[src/rtl/cfg_bus_pkg.sv]
// Shared definitions for the configuration-bus arbiter: FSM encoding, default widths, error data.
// No logic; imported by cfg_bus_rr2 and cfg_bus_arb.
package cfg_bus_pkg;

  typedef enum logic [1:0] {
    IDLE  = 2'd0,
    ISSUE = 2'd1,
    WAIT  = 2'd2,
    DONE  = 2'd3
  } state_t;

  localparam int AW_DEF = 8;
  localparam int DW_DEF = 16;

  localparam logic [15:0] ERR_DAT = 16'hDEAD;

endpackage

[src/rtl/cfg_bus_rr2.sv]
// 2-way round-robin grant picker: combinational grant, registered last_grant (resets to 1 so req 0 wins first tie).
// Zero-cycle grant; last_grant only moves when upd is high and something is granted.
module cfg_bus_rr2
  import cfg_bus_pkg::*;
(
  input  logic       CLK,
  input  logic       rst_n,
  input  logic [1:0] req,
  input  logic       upd,
  output logic [1:0] gnt
);

  logic last_grant;

  always_comb begin
    gnt = 2'b00;
    case (req)
      2'b01:   gnt = 2'b01;
      2'b10:   gnt = 2'b10;
      2'b11:   gnt = last_grant ? 2'b01 : 2'b10;
      default: gnt = 2'b00;
    endcase
  end

  always_ff @(posedge CLK or negedge rst_n) begin
    if (!rst_n) begin
      last_grant <= 1'b1;
    end else if (upd && (|gnt)) begin
      last_grant <= gnt[1];
    end
  end

endmodule

[src/rtl/cfg_bus_arb.sv]
// Two-requester round-robin arbiter onto the cfg register bus; write ack at +2, read ack at +2+RD_LAT.
// One transaction in flight; req is sampled only in IDLE. Optional address range check: CFG_BUS_ARB_RANGE_CHK_EN.
module cfg_bus_arb
  import cfg_bus_pkg::*;
#(
  parameter int             AW       = AW_DEF,
  parameter int             DW       = DW_DEF,
  parameter int             RD_LAT   = 1,
  parameter logic [AW-1:0]  MAX_ADDR = '1
) (
  input  logic          CLK,
  input  logic          rst_n,
  input  logic          m0_req,
  input  logic [AW-1:0] m0_addr,
  input  logic          m0_we,
  input  logic [DW-1:0] m0_wdata,
  output logic          m0_ack,
  output logic [DW-1:0] m0_rdata,
  input  logic          m1_req,
  input  logic [AW-1:0] m1_addr,
  input  logic          m1_we,
  input  logic [DW-1:0] m1_wdata,
  output logic          m1_ack,
  output logic [DW-1:0] m1_rdata,
  output logic          reg_ce,
  output logic [AW-1:0] reg_addr,
  output logic          reg_we,
  output logic [DW-1:0] reg_wdata,
  input  logic [DW-1:0] reg_rdata,
  output logic          busy,
  output logic          err
);

  typedef struct packed {
    logic          we;
    logic [AW-1:0] addr;
    logic [DW-1:0] wdata;
  } req_t;

  state_t     state;
  logic [2:0] cnt;
  logic       gsel;
  logic [1:0] gnt;
  logic       oor;
  req_t       m0_bus, m1_bus, gnt_bus;

  assign m0_bus  = '{we: m0_we, addr: m0_addr, wdata: m0_wdata};
  assign m1_bus  = '{we: m1_we, addr: m1_addr, wdata: m1_wdata};
  assign gnt_bus = gnt[1] ? m1_bus : m0_bus;
  assign busy    = (state != IDLE);

  cfg_bus_rr2 u_rr2 (
    .CLK   (CLK),
    .rst_n (rst_n),
    .req   ({m1_req, m0_req}),
    .upd   (state == IDLE),
    .gnt   (gnt)
  );

`ifdef CFG_BUS_ARB_RANGE_CHK_EN
  assign oor = (gnt_bus.addr > MAX_ADDR);
`else
  logic unused_max_addr;
  assign unused_max_addr = ^MAX_ADDR;
  assign oor = 1'b0;
`endif

  always_ff @(posedge CLK or negedge rst_n) begin
    if (!rst_n) begin
      state     <= IDLE;
      cnt       <= '0;
      gsel      <= 1'b0;
      reg_ce    <= 1'b0;
      reg_addr  <= '0;
      reg_we    <= 1'b0;
      reg_wdata <= '0;
      m0_ack    <= 1'b0;
      m1_ack    <= 1'b0;
      m0_rdata  <= '0;
      m1_rdata  <= '0;
      err       <= 1'b0;
    end else begin
      reg_ce <= 1'b0;
      m0_ack <= 1'b0;
      m1_ack <= 1'b0;
      err    <= 1'b0;
      case (state)
        IDLE: begin
          if (|gnt) begin
            gsel <= gnt[1];
            if (oor) begin
              // Rejected address: answer straight away without touching the bus.
              state <= DONE;
              err   <= 1'b1;
              if (gnt[1]) begin
                m1_ack   <= 1'b1;
                m1_rdata <= DW'(ERR_DAT);
              end else begin
                m0_ack   <= 1'b1;
                m0_rdata <= DW'(ERR_DAT);
              end
            end else begin
              state     <= ISSUE;
              reg_ce    <= 1'b1;
              reg_addr  <= gnt_bus.addr;
              reg_we    <= gnt_bus.we;
              reg_wdata <= gnt_bus.wdata;
            end
          end
        end
        ISSUE: begin
          if (reg_we) begin
            state <= DONE;
            if (gsel) begin
              m1_ack   <= 1'b1;
              m1_rdata <= '0;
            end else begin
              m0_ack   <= 1'b1;
              m0_rdata <= '0;
            end
          end else begin
            state <= WAIT;
            cnt   <= 3'(RD_LAT - 1);
          end
        end
        WAIT: begin
          if (cnt == 3'd0) begin
            state <= DONE;
            if (gsel) begin
              m1_ack   <= 1'b1;
              m1_rdata <= reg_rdata;
            end else begin
              m0_ack   <= 1'b1;
              m0_rdata <= reg_rdata;
            end
          end else begin
            cnt <= cnt - 3'd1;
          end
        end
        DONE: begin
          state <= IDLE;
        end
        default: state <= IDLE;
      endcase
    end
  end

endmodule

[config.mk]
export PLATFORM = sky130hd
export DESIGN_NAME = cfg_bus_arb
export DESIGN_NICKNAME = d
export VERILOG_FILES = /design/src/rtl/cfg_bus_pkg.sv /design/src/rtl/cfg_bus_rr2.sv /design/src/rtl/cfg_bus_arb.sv
export SDC_FILE = /design/constraint.sdc
export NUM_CORES = 1
export LEC_CHECK = 0
export BUFFER_PORTS_ARGS = -buffer_cell sky130_fd_sc_hd__buf_2
export CORE_MARGIN = 2
export CORE_UTILIZATION = 40
export CTS_CLUSTER_SIZE = 20
export DETAILED_ROUTE_END_ITERATION = 10
export PLACE_DENSITY = 0.69
export SETUP_SLACK_MARGIN = 0.5
export SYNTH_ARGS = -nofsm -noshare
export SYNTH_HDL_FRONTEND = slang
export SYNTH_HIERARCHICAL = 1
export SYNTH_SLANG_ARGS = --single-unit
[constraint.sdc]
create_clock -name CLK -period 5.3 [get_ports CLK]
set_clock_uncertainty 0.1 [all_clocks]
set_input_delay 0.265 -clock CLK [delete_from_list [all_inputs] [get_ports CLK]]
set_output_delay 0.265 -clock CLK [all_outputs]
set_load 0.01 [all_outputs]
After elaboration in Yosys (flattened, before gate mapping)
Index checks and enable logic that the tools add are counted.
{"block": "totals", "inputBits": 70, "output_inout_bits": 62, "regBits": 67, "word_cells": 69}
{"block": "classes", "add_sub_neg": 1, "muxes": 30, "reduce_logical": 11, "n_eq_ne": 15}
{"operator": "$mux W16", "count": 8}
{"operator": "$pmux W16 S2", "count": 2}
{"operator": "$mux W25", "count": 1}
{"operator": "$ne A2 B2 Y1 const B", "count": 9}
{"operator": "$reduce_and A5 Y1", "count": 2}
{"operator": "$mux W1", "count": 9}
{"operator": "$eq A2 B2 Y1 const B", "count": 4}
{"operator": "$pmux W2 S4", "count": 1}
{"operator": "$mux W2", "count": 3}
{"operator": "$mux W3", "count": 2}
{"operator": "$pmux W2 S3", "count": 1}
{"operator": "$pmux W3 S2", "count": 1}
{"operator": "$eq A2 B1 Y1 const B", "count": 2}
{"operator": "$pmux W1 S2", "count": 2}
{"operator": "$reduce_and A2 Y1", "count": 2}
{"operator": "$reduce_bool A2 Y1", "count": 2}
{"operator": "$logic_not A3 Y1", "count": 1}
{"operator": "$reduce_and A3 Y1", "count": 1}
{"operator": "$sub A3 B1 Y3 const B", "count": 1}
{"operator": "$logic_not A2 Y1", "count": 1}
{"operator": "$reduce_or A2 Y1", "count": 1}
{"operator": "$logic_and A1 B1 Y1", "count": 1}

Depth between registers and ports, before layout
Gate-level depths: netlist of run 1.
{"block": "logic_depth", "ltp_word": 5, "ltp_mapped": 8, "depth_no_buf": 6}

By module
Netlist of run 1, hierarchy kept.
{"mod": "cfg_bus_arb", "instances": 1, "seq_area_each_um2": 1651.6, "area_each_um2": 2984.1, "cells_each": 242}
{"mod": "cfg_bus_rr2", "instances": 1, "seq_area_each_um2": 26.3, "area_each_um2": 56.3, "cells_each": 6}

Worst setup path before layout of run 1
Ideal clock, no wire load.
{"block": "synth_timing", "path_kind": "reg2reg", "startpoint": "reg state[0]", "endpoint": "reg m0_rdata[10]", "path_buffers": 1, "setup_slack_ps": 3393, "synth_period_minus_slack_ps": 1907, "t_required_ps": 5075, "path_stages_with_launch": 7, "arrival_ps": 1682, "setup_ps": 125, "cell_sequence": "dfrtp_1 > inv_1 > ha_1 > nor2b_2 > a211oi_4 > buf_6 > mux2_2"}
{"block": "synth_via", "elab_chain_cells": 3, "elab_cells_between_ends": 9, "cone_classes": "eq/ne (6); mux (1); reduce/logical (2)"}
{"element": "start, declared", "line": "cfg_bus_arb.sv:40", "rtl": "state_t state;"}
{"element": "start signal, assigned", "line": "cfg_bus_arb.sv:70", "rtl": "state <= IDLE;"}
{"element": "start signal, assigned", "line": "cfg_bus_arb.sv:93", "rtl": "state <= DONE;"}
{"element": "start signal, assigned", "line": "cfg_bus_arb.sv:103", "rtl": "state <= ISSUE;"}
{"element": "$eq A2 B2 Y1 or $eq A2 B1 Y1 (tied branches)", "line": "cfg_bus_arb.sv:87", "rtl": "case (state)"}
{"element": "$ne A2 B2 Y1 (no line) or $reduce_bool A2 Y1 (tied branches)"}
{"element": "$reduce_and A5 Y1 (no line)"}
{"element": "end signal, assigned", "line": "cfg_bus_arb.sv:100", "rtl": "m0_rdata <= DW'(ERR_DAT);"}
{"element": "end signal, assigned", "line": "cfg_bus_arb.sv:134", "rtl": "m0_rdata <= reg_rdata;"}
{"element": "end, declared", "line": "cfg_bus_arb.sv:18", "rtl": "output logic [DW-1:0] m0_rdata,"}
Parallel ways exist; a longest one is shown, timed or not.
A chain may end at the register's enable or synchronous reset.

Worst setup path after layout of run 1
{"block": "layout_timing", "startpoint": "reg state[0]", "endpoint": "reg m1_rdata[1]"}
{"block": "layout_via", "elab_chain_cells": 3, "elab_cells_between_ends": 9, "cone_classes": "eq/ne (6); mux (1); reduce/logical (2)"}
{"element": "$eq A2 B1 Y1 or $eq A2 B2 Y1 (tied branches)", "line": "cfg_bus_arb.sv:87"}
{"element": "$ne A2 B2 Y1 (no line) or $reduce_bool A2 Y1 (tied branches)"}
{"element": "$reduce_and A5 Y1 (no line)"}
{"element": "end signal, assigned", "line": "cfg_bus_arb.sv:97", "rtl": "m1_rdata <= DW'(ERR_DAT);"}
{"element": "end signal, assigned", "line": "cfg_bus_arb.sv:131", "rtl": "m1_rdata <= reg_rdata;"}
{"element": "end, declared", "line": "cfg_bus_arb.sv:24", "rtl": "output logic [DW-1:0] m1_rdata,"}
Parallel ways exist; a longest one is shown, timed or not.

==> results of run 1 <==
cells in the final DEF (no fill, tap or decap):
master / count
and3_1: 1
nand2b_4: 1
mux2_4: 10
inv_2: 1
a31oi_1: 2
a211oi_4: 1
a22o_1: 1
mux2i_1: 26
nor2_1: 4
dfrtp_1: 66
inv_1: 8
a21boi_1: 1
mux2_2: 24
ha_1: 5
clkinv_4: 1
clkbuf_8: 9
o21ai_2: 1
o21ai_0: 25
and2_1: 16
bufinv_16: 3
nand2_1: 29
dfstp_2: 1
nand3_1: 1
nor2b_2: 1
o22a_1: 1
conb_1: 1
buf_4: 2
clkinv_2: 2
a21boi_4: 1
a21oi_1: 2
buf_2: 130
nand2b_1: 1
clkinvlp_4: 1
a211o_1: 1
o22ai_1: 2
how the worst max path moves through the flow:
| stage | start | endpoint | slack (ps) | cells past startpoint |
|---|---|---|---|---|
| after floorplan | state[0]$_DFFE_PN0P_ | m0_rdata[10]$_DFFE_PN0P_ | 3390 | 6 |
| after global placement | state[0]$_DFFE_PN0P_ | m1_rdata[15]$_DFFE_PN0P_ | 2590 | 5 |
| after detailed placement | state[0]$_DFFE_PN0P_ | m1_rdata[1]$_DFFE_PN0P_ | 2480 | 5 |
| after CTS | state[0]$_DFFE_PN0P_ | m1_rdata[1]$_DFFE_PN0P_ | 2460 | 5 |
| after global routing | state[0]$_DFFE_PN0P_ | m1_rdata[1]$_DFFE_PN0P_ | 2330 | 5 |
| final | state[0]$_DFFE_PN0P_ | m1_rdata[1]$_DFFE_PN0P_ | 2520 | 5 |
kinds of logic after synthesis:
| family | count (synthesis) | share of synthesized area (%) |
|---|---|---|
| flops | 67 | 55.19 |
| other cells | 1 | 0.1233 |
| compound gates | 38 | 7.449 |
| simple gates | 54 | 8.683 |
| fa+ha+maj | 5 | 2.058 |
| mux | 60 | 22.39 |
| buf+inv | 23 | 4.115 |
routing by layer:
metal / routed length [microns] / GRT usage [%]
met5: 0 / 0
met4: 86 / 7.576
met3: 560 / 4.813
met2: 2624 / 23.09
met1: 2982 / 21.48
flip-flops by register name, indices dropped and copies added, names as in the netlist, 2 cells and up:
name / count
m1_rdata: 16
cnt: 3
state: 2
m0_rdata: 16
reg_wdata: 16
reg_addr: 8
layout make-up:
cell class | instances | area (sq um)
fill | 678 | 3298
inverter | 9 | 33.78
sequential | 67 | 1678
multi-input combinational | 158 | 1252
tap | 99 | 123.9
clock buffer | 9 | 123.9
clock inverter | 7 | 116.4
timing repair buffer | 132 | 665.6
through the flow:
| step | area, sq um | cells |
|---|---|---|
| 2_1_floorplan | 3040 | 248 |
| 3_3_place_gp | 3754 | 465 |
| 3_5_place_dp | 3754 | 465 |
| 4_1_cts | 3994 | 481 |
| 5_1_grt | 3994 | 481 |
| 6_report | 3994 | 481 |
power breakdown:
part / switching (W) / internal, W / total, W
Clock: 0.000191 / 0.000311 / 0.000502
Combinational: 0.000442 / 0.000415 / 0.000857
Sequential: 0.000115 / 0.000711 / 0.000826
Total: 0.000748 / 0.00144 / 0.00218
==> summary.md, run 1 <==
| Metric | Value |
|---|---|
| Post-Route Setup TNS | 0 ps |
| CP Cell Sequence | inv_1, ha_1, nor2b_2, a211o_1, mux2_2 |
| Number of diodes | 0 |
| Clock sinks | 67 |
| Largest net degree at the start of global routing | between 60 and 70 |
| GPL Wtd Cong | about 0.74 |
| Setup slack, reg-to-reg | approximately 2500 ps |
| R2R cell count | 5 |
| Least-Margin Pin Slew | between 1000 and 1500 ps |
| Postcts setup bufs | 0 |
| Primary FF master, synth | dfrtp_1 |
| Synthesized net count | approximately 320 |
| Register area share after synthesis | a little under three fifths |
| Synth unique cells | 33 |
| Share of cells above drive strength 1 | between 40% and 50% |
| Asr flop ratio synth | 100.0% |
| Critical path's top delay family | compound AO/OA/AOI/OAI gates |
| CP bufs+invs | 1 |
| H-Tree Level Count | 3 |
| Drt wl/cell | 13.00 microns |
| Clock Tree Buf Depth | 2 |
| Worst-Skew Late Latency | around 330 ps |
| Synth Instances | 248 |
| Worst R2R End | m1_rdata[1]$_DFFE_PN0P_ |
| DRT Wirelength | ~6.3 mm |
| Die width | 91.19 microns |
| PnR worst setup slack | between 2000 and 3000 ps |
| Post-DR vias/cell | 4.615 |
| Post-cts resize count | 0 |
| DPL Wire Length | ~4.7 mm |
| CTS tree | yes |
| Slowest CP cell | a211o_1 |
| GRT Resource Usage Total | between 15 and 20% |
| Vias in the first global route | ~2.1k |
| Routed Antenna Nets | 0 |
| Rows | 31 |
| Grt total ovfl | 0 |
| WP data required | roughly 5400 ps |
| Final setup fails | 0 |
| Final Net Count | approximately 450 |
| # hold bufs at CTS | 0 |
| F_max | approximately 0.36 GHz |
| Ports placed on the boundary | ~130 |
| Root Driver | clkbuf_8 |
| Yosys reg bits | 67 |
| DR pass1 iterations | 3 |
| Worst-path fanout max | 21 |
| Post-synth EDFFs | 0 |
| Core ar. | between 0.007 and 0.008 sq mm |
| Total Power | 0.002185 W |
| Element type at the critical path end | flop |
| DRT iter0 DRCs | 60 |
| PortBufs | 130 |
| Slowest stage delay, CP | 670 ps |
| Worst EP arrival | 2890 ps |
| Relative slew slack | 27.97% |
| Period utilization | between 50% and 60% |
| Maximum VDD drop | 0.0002314 V |
| Lkg Pwr | 2.176 nW |
| PD cells | ~550 mW/mm^2 |
| Fin. max-slew vios | 0 |
| Via count | roughly 2.2k |
| Synth area leader | dfrtp_1 |
| First-pass GRT wire length | between 10 and 15 mm |
| Initial antenna violation count | 0 |
| Mean Syn Cell Area | approximately 12 sq um |
| Top cells by count, synth | 66 x dfrtp_1, 29 x nand2_1, 26 x mux2i_1, 25 x o21ai_0, 24 x mux2_2 |
| Area Overhead vs Synth | 31.36% |
| Core Util, Final | between 50% and 60% |
| Die ar. | approximately 0.0083 sq mm |
| Height of the chip | 91.19 microns |
| Syn. warnings | 6 |
| Outcome | completed |
| CTS buffer count | 9 |
| Count leader, synth | dfrtp_1 |
| Pre-CTS WS | 2484 ps |
| Worst r2r src | state[0]$_DFFE_PN0P_ |
| Crit Path Category | reg2reg |
| Main area contributors after synthesis | dfrtp_1 54%, mux2_2 8.9%, mux2i_1 8.6% |
| Unrepaired setup endpoints after global routing | false |
| Worst hold-check slack | around 23 ps |
| Top cell type's share of synthesized area | between 50 and 60% |
| Max Cap Viol | 0 |
| Mapped Area | around 0.003 sq mm |
| Worst Setup Start Kind | flop |
| Clock slew at reported path FFs | about 80 ps |
| Drc violations | 0 |
| HP Class | in2async |
| Fin crit period | around 2800 ps |
| Final Hold Vio Count | 0 |
| Initial Utilization | 41.70% |
Note: power is estimated with default switching activity, not from simulation.
==> inputs of run 2 (changes only) <==
- ABC_AREA: not set -> 1
- PLACE_DENSITY: 0.69 -> 0.68
- clock period: 5.3 -> 2.6 ns (I/O delays scaled with it)
==> summary.md, run 2 <==
| Metric | Value |
|---|---|
| WP data required | 2720 ps |
| Syn. warnings | 6 |
| Register area share after synthesis | 51.46% |
| Internal Power | 0.002772 W |
| Core ar. | 0.007807 sq mm |
| Least-Margin Pin Slew | roughly 540 ps |
| Final Net Count | between 600 and 700 |
| Top cells by count, synth | 246 x nand2_1, 66 x dfrtp_1, 38 x nand3_1, 26 x inv_1, 7 x buf_2 |
| Gate power share | a little under half |
| Final setup fails | 0 |
| CP Cell Sequence | inv_1, ha_1, a21oi_4, nand2_4, nand2_1, nand2_1 |
| Synth unique cells | 21 |
| Switching pwr | roughly 0.0021 W |
| DPL Wire Length | a little under 6 mm |
| GPL Wtd Cong | approximately 0.79 |
| Mapped Area | between 0.003 and 0.004 sq mm |
| Post-DP Area | just under 0.004 sq mm |
| Lkg Pwr | 2.805 nW |
| Unrepaired setup endpoints after global routing | false |
| Setup slack, reg-to-reg | 680 ps |
| Area Overhead vs Synth | 41.83% |
| CP bufs+invs | 1 |
| CP startpoint | state[1]$_DFFE_PN0P_ |
| CP dominant cell by count | nand2_1 |
| Count leader, synth | nand2_1 |
| H-Tree Level Count | 3 |
| Final Cell Area | 0.004624 sq mm |
| Worst setup path endpoint | m1_rdata[4]$_DFFE_PN0P_ |
| Clock Tree Buf Depth | 2 |
| DR pass1 iterations | 4 |
| Post-DR vias/cell | 4.642 |
| Primary FF master, synth | dfrtp_1 |
| Top flop regs | m0_rdata: 16 flops, m1_rdata: 16 flops, reg_wdata: 16 flops |
| Clock sinks | 67 |
| Fin crit period | between 1500 and 2000 ps |
| Crit Path Category | reg2reg |
| Final Hold Vio Count | 0 |
| CTS tree | yes |
| Grt total ovfl | 0 |
| Maximum VDD drop | 0.0005067 V |
| Mean Syn Cell Area | 7.654 sq um |
| R2R cell count | 6 |
| Worst EP arrival | 2040 ps |
| Most common cell after layout, fill and taps aside | nand2_1 |
| Height of the chip | about 94 microns |
| GRT Resource Usage Total | between 20% and 30% |
| Top cell type's share of synthesized area | between 50% and 60% |
| Die ar. | approximately 0.0089 sq mm |
| DRT Wirelength | roughly 8.9 mm |
| Slowest stage delay, CP | roughly 500 ps |
| Synth area leader | dfrtp_1 |
| Yosys reg bits | 67 |
| Worst r2r src | state[1]$_DFFE_PN0P_ |
| Drc violations | 0 |
| Slowest CP cell | a21oi_4 |
| Number of diodes | 0 |
| Vias in the first global route | just over 3k |
| Max Cap Viol | 0 |
| Synth Instances | 426 |
| Die width | between 90 and 100 microns |
| Outcome | completed |
| Worst-Skew Late Latency | 330 ps |
| Main area contributors after synthesis | dfrtp_1 51%, nand2_1 28%, nand3_1 5.8% |
| Sw Ratio | a little over two fifths |
| Fillers | 709 |
| Postcts setup bufs | 0 |
| CTS buffer count | 9 |
| F_max | about 0.52 GHz |
| Commonest cells after routing, fill and taps aside | 245 x nand2_1, 130 x buf_2, 66 x dfrtp_1, 46 x dlygate4sd3_1, 38 x nand3_1 |
| Clock slew at reported path FFs | around 70 ps |
| Initial antenna violation count | 0 |
| Routed Antenna Nets | 0 |
| Drt wl/cell | ~13 microns |
| Worst R2R End | m1_rdata[4]$_DFFE_PN0P_ |
| PortBufs | 130 |
| Asr flop ratio synth | 100.0% |
| Clock share of power | 18.9% |
| Fin. max-slew vios | 0 |
| Relative slew slack | between 60% and 70% |
| Worst Setup Start Kind | flop |
| Rows | 32 |
| Root Driver | clkbuf_8 |
| Synthesized net count | ~500 |
| First-pass GRT wire length | 14.01 mm |
| Via count | ~3.3k |
| Reg power frac | 34.9% |
| Critical path's top delay family | compound AO/OA/AOI/OAI gates |
| Largest net degree at the start of global routing | 44 |
| Ports placed on the boundary | between 100 and 150 |
| PD cells | ~1000 mW/mm^2 |
| Initial Utilization | a little over two fifths |
| Worst-path fanout max | 17 |
| Post-Route Setup TNS | 0 ps |
| Period utilization | between 70% and 80% |
| DRT iter0 DRCs | 130 |
| Share of cells above drive strength 1 | 27.15% |
| WP depth | 6 |
| Element type at the critical path end | flop |
| Post-synth EDFFs | 0 |
| HP Class | in2reg |
-- run 2: timing repair --
action	CTS	global route
setup endpoints to repair	0	32
hold endpoints to repair	90	0
hold buffers	46	0
resized for setup	0	2
-- run 2: cells by family (layout without fill, tap and decap cells) --
kind of cell	after synthesis	in the layout	share of synthesized area (%)
AO/OA/AOI/OAI	11	11	2.533
buffers and inverters	49	226	7.866
AND/OR/NAND/NOR	293	294	36.11
adder cells (fa/ha/maj)	5	5	1.919
flip-flops	67	67	51.46
other	1	1	0.1150
-- run 2: worst min-delay path by stage --
stage / startpoint / end / slack (ps) / cells past startpoint
finish: m0_wdata[6] / reg_wdata[6]$_DFFE_PN0P_ / 10 / 5
global placement: rst_n / m1_rdata[7]$_DFFE_PN0P_ / -180 / 1
CTS: m0_we / reg_we$_DFFE_PN0P_ / 2 / 5
floorplan: rst_n / cnt[0]$_DFFE_PN0P_ / -270 / 0
global route: m1_wdata[3] / reg_wdata[3]$_DFFE_PN0P_ / 30 / 5
detailed placement: rst_n / m1_rdata[7]$_DFFE_PN0P_ / -180 / 1
-- run 2: layer usage --
metal,vias to the layer above,wire length (microns),track usage [%]
li1,1640,-,-
met1,1497,3881,25.34
met2,118,4236,33.04
met3,22,559,4.575
met4,0,174,8.937
met5,-,0,0
-- run 2: final cells by class --
cell class / count / area, sq um / share of cell area [%]
inverters: 29 / 108.9 / 2.354
repair buffers: 181 / 1149 / 24.84
clock buffers: 11 / 131.4 / 2.841
well taps: 102 / 127.6 / 2.760
flip-flops and latches: 67 / 1678 / 36.28
clock inverters: 5 / 77.57 / 1.677
multi-input cells: 311 / 1353 / 29.25
-- run 2: through the flow --
step / hold slack, ps / instances / utilization [%] / power, W / worst slack (ps)
after floorplan: -265.6 / 426 / - / 0.003187 / 1045
after global placement: -178.5 / 643 / 50.37 / 0.003787 / 639.7
after detailed placement: -176.7 / 643 / 50.37 / 0.003833 / 582.1
after CTS: 2.078 / 705 / 58.94 / 0.004827 / 563.4
after global routing: 27.78 / 706 / 59.23 / 0.005233 / 509.3
final: 12.87 / 706 / 59.23 / 0.004854 / 677.4
-- run 2: power by group through the flow --
stage	clock [W]	combinational, W	sequential, W
5_1_grt	0.000988	0.00250	0.00174
3_5_place_dp	0	0.00213	0.00171
3_3_place_gp	0	0.00207	0.00171
6_report	0.000919	0.00224	0.00169
4_1_cts	0.000939	0.00219	0.00170
2_1_floorplan	0	0.00132	0.00186
-- run 2: worst reg2reg max path: stages, from the launching register on --
cell and delay (ps):
dfrtp_1 390, inv_1 80, ha_1 300, a21oi_4 510
nand2_4 250, nand2_1 120, nand2_1 60
==> inputs of run 3 (changes only) <==
- clock period: 2.6 -> 1.9 ns (I/O delays scaled with it)
==> summary.md, run 3 (synthesis gave the netlist of run 2 again) <==
| Metric | Value |
|---|---|
| Outcome | completed |
| Worst r2r src | state[1]$_DFFE_PN0P_ |
| DR pass1 iterations | 6 |
| CP dominant cell by count | nand2_8 |
| Maximum VDD drop | 0.0007953 V |
| Pre-CTS WS | about 270 ps |
| CP startpoint | state[1]$_DFFE_PN0P_ |
| PnR worst setup slack | around 320 ps |
| Worst hold path depth | 5 |
| R2R cell count | 9 |
| Final Cell Area | 0.005876 sq mm |
| Period utilization | 83.30% |
| Hold EP | m0_rdata[15]$_DFFE_PN0P_ |
| Critical path's top delay family | flip-flops |
| Worst-path fanout max | 8 |
| Area Overhead vs Synth | 80.20% |
| Max Cap Viol | 0 |
| Initial antenna violation count | 0 |
| CP Cell Sequence | buf_6, ha_4, inv_4, nand2_8, nand2_8, buf_6, nand2_8, nand2_1, nand2_1 |
| HP Class | in2reg |
| Largest net degree at the start of global routing | approximately 50 |
| Core Util, Final | approximately three quarters |
| Worst hold start | reg_rdata[15] |
| Clock Tree Buf Depth | 2 |
| Clock slew at reported path FFs | ~80 ps |
| WP data required | between 2000 and 2500 ps |
| Via count | approximately 3.8k |
| Die width | 94.29 microns |
| Final setup fails | 0 |
| Element type at the critical path end | flop |
| Commonest cells after routing, fill and taps aside | 190 x nand2_1, 129 x buf_2, 68 x dlygate4sd3_1, 65 x dfrtp_1, 42 x nand2_2 |
| Lkg Pwr | around 3.3 nW |
| Setup slack, reg-to-reg | around 320 ps |
| GPL Wtd Cong | between 0.7 and 0.8 |
| Area occupied by multi-input gates | approximately 0.0018 sq mm |
| Rows | 32 |
| GRT Resource Usage Total | 27.20% |
| PD cells | roughly 1600 mW/mm^2 |
| Worst R2R End | m0_rdata[8]$_DFFE_PN0P_ |
| DPL Wire Length | between 5 and 6 mm |
| Fin. max-slew vios | 0 |
| H-Tree Level Count | 3 |
| CTS tree | yes |
| Worst-Skew Late Latency | approximately 350 ps |
| Final Hold Vio Count | 0 |
| Grt total ovfl | 0 |
| Post-Route Setup TNS | 0 ps |
| Root Driver | clkbuf_8 |
| Clock sinks | 67 |
| Slowest stage delay, CP | about 420 ps |
| Fin cells | 762 |
| Fillers | 508 |
| Height of the chip | 94.29 microns |
| DRT Wirelength | roughly 13 mm |
| PortBufs | 130 |
| CTS buffer count | 9 |
| Fin crit period | approximately 1600 ps |
| Crit Path Category | reg2reg |
| Top flop regs | m0_rdata: 16 flops, m1_rdata: 16 flops, reg_wdata: 16 flops |
| Unrepaired setup endpoints after global routing | true |
| DP Cell Count | 645 |
| Ports placed on the boundary | 132 |
| Routed Antenna Nets | 0 |
| CP bufs+invs | 3 |
| Initial Utilization | between 40% and 50% |
| Sequential cell area | 0.001679 sq mm |
| Drc violations | 0 |
| Vias in the first global route | 3934 |
| DRT iter0 DRCs | 222 |
| Share of cells above drive strength 1 | between 40% and 50% |
| Final Net Count | 729 |
| Drt wl/cell | roughly 16 microns |
| Worst Setup Start Kind | flop |
| F_max | around 0.63 GHz |
| Most common cell after layout, fill and taps aside | nand2_1 |
| Post-DR vias/cell | roughly 5 |
| Post-DP Area | roughly 0.004 sq mm |
| Worst EP arrival | between 1500 and 2000 ps |
| Core ar. | between 0.007 and 0.008 sq mm |
| Die ar. | around 0.0089 sq mm |
| First-pass GRT wire length | about 19 mm |
| Slowest CP cell | dfrtp_1 |
[run 3: changes by cell type in the layout (fill, tap and decap cells not counted), moves of 8 or more]
cell,previous run,this run
nand2_2,2,42
nand2_4,3,13
inv_2,3,15
dlygate4sd3_1,46,68
nand3_1,38,21
inv_1,26,9
buf_6,0,10
buf_12,0,8
nand2_1,245,190
nand3_2,0,16
[run 3: routing by layer]
layer | track usage, % | part of all wire (%)
met1 | 30.94 | 36
met4 | 13.89 | 3.9
met5 | 0 | 0
met3 | 5.859 | 7.9
met2 | 47.80 | 52
[run 3: worst reg2reg max path: cells and delay by family, from the launching register on]
| kind | cells | cell delay (ps) |
|---|---|---|
| DFF | 1 | 420 |
| adders and majority gates | 1 | 190 |
| and+or+nand+nor | 5 | 420 |
| buffers and inverters | 3 | 350 |
[run 3: cell type report]
type / instances / share of cell area [%]
Inverter: 29 / 2.236
Tap cell: 102 / 2.172
Clock buffer: 10 / 2.342
Timing Repair Buffer: 234 / 32.41
Antenna cell: 1 / 0.04259
Multi-Input combinational cell: 313 / 31.11
Sequential cell: 67 / 28.58
Clock inverter: 6 / 1.107
[run 3: stage by stage]
step	total power, W	hold slack [ps]
floorplan	0.004428	-300.6
global route	0.009892	64.67
CTS	0.008498	2.448
global placement	0.005301	-29.33
finish	0.009352	21.73
detailed placement	0.005415	-16.88
[run 3: repair_timing]
item,in CTS,in global routing
cloned,9,2
pin swaps,24,48
hold buffers,67,1
endpoints found under the setup margin,65,67
hold endpoints to repair,69,1
gates resized for setup,77,82
setup buffers,18,3
[run 3: report_power, final]
group          switching (W)  internal, W  total [W]  leakage [nW]
sequential          0.000396      0.00200    0.00240         0.872
combinational        0.00312      0.00262    0.00574          2.29
clock               0.000576     0.000638    0.00121        0.0905
total                0.00409      0.00526    0.00935          3.25
[run 3: how the worst max path moves through the flow]
stage                               endpoint  slack, ps  cells after the start
global placement    m0_rdata[15]$_DFFE_PN0P_        320                      8
global route         m0_rdata[8]$_DFFE_PN0P_        270                      9
CTS                  reg_addr[7]$_DFFE_PN0P_        360                      8
floorplan           m1_rdata[10]$_DFFE_PN0P_        420                     10
finish               m0_rdata[8]$_DFFE_PN0P_        320                      9
detailed placement          gsel$_DFFE_PN0P_        270                      6
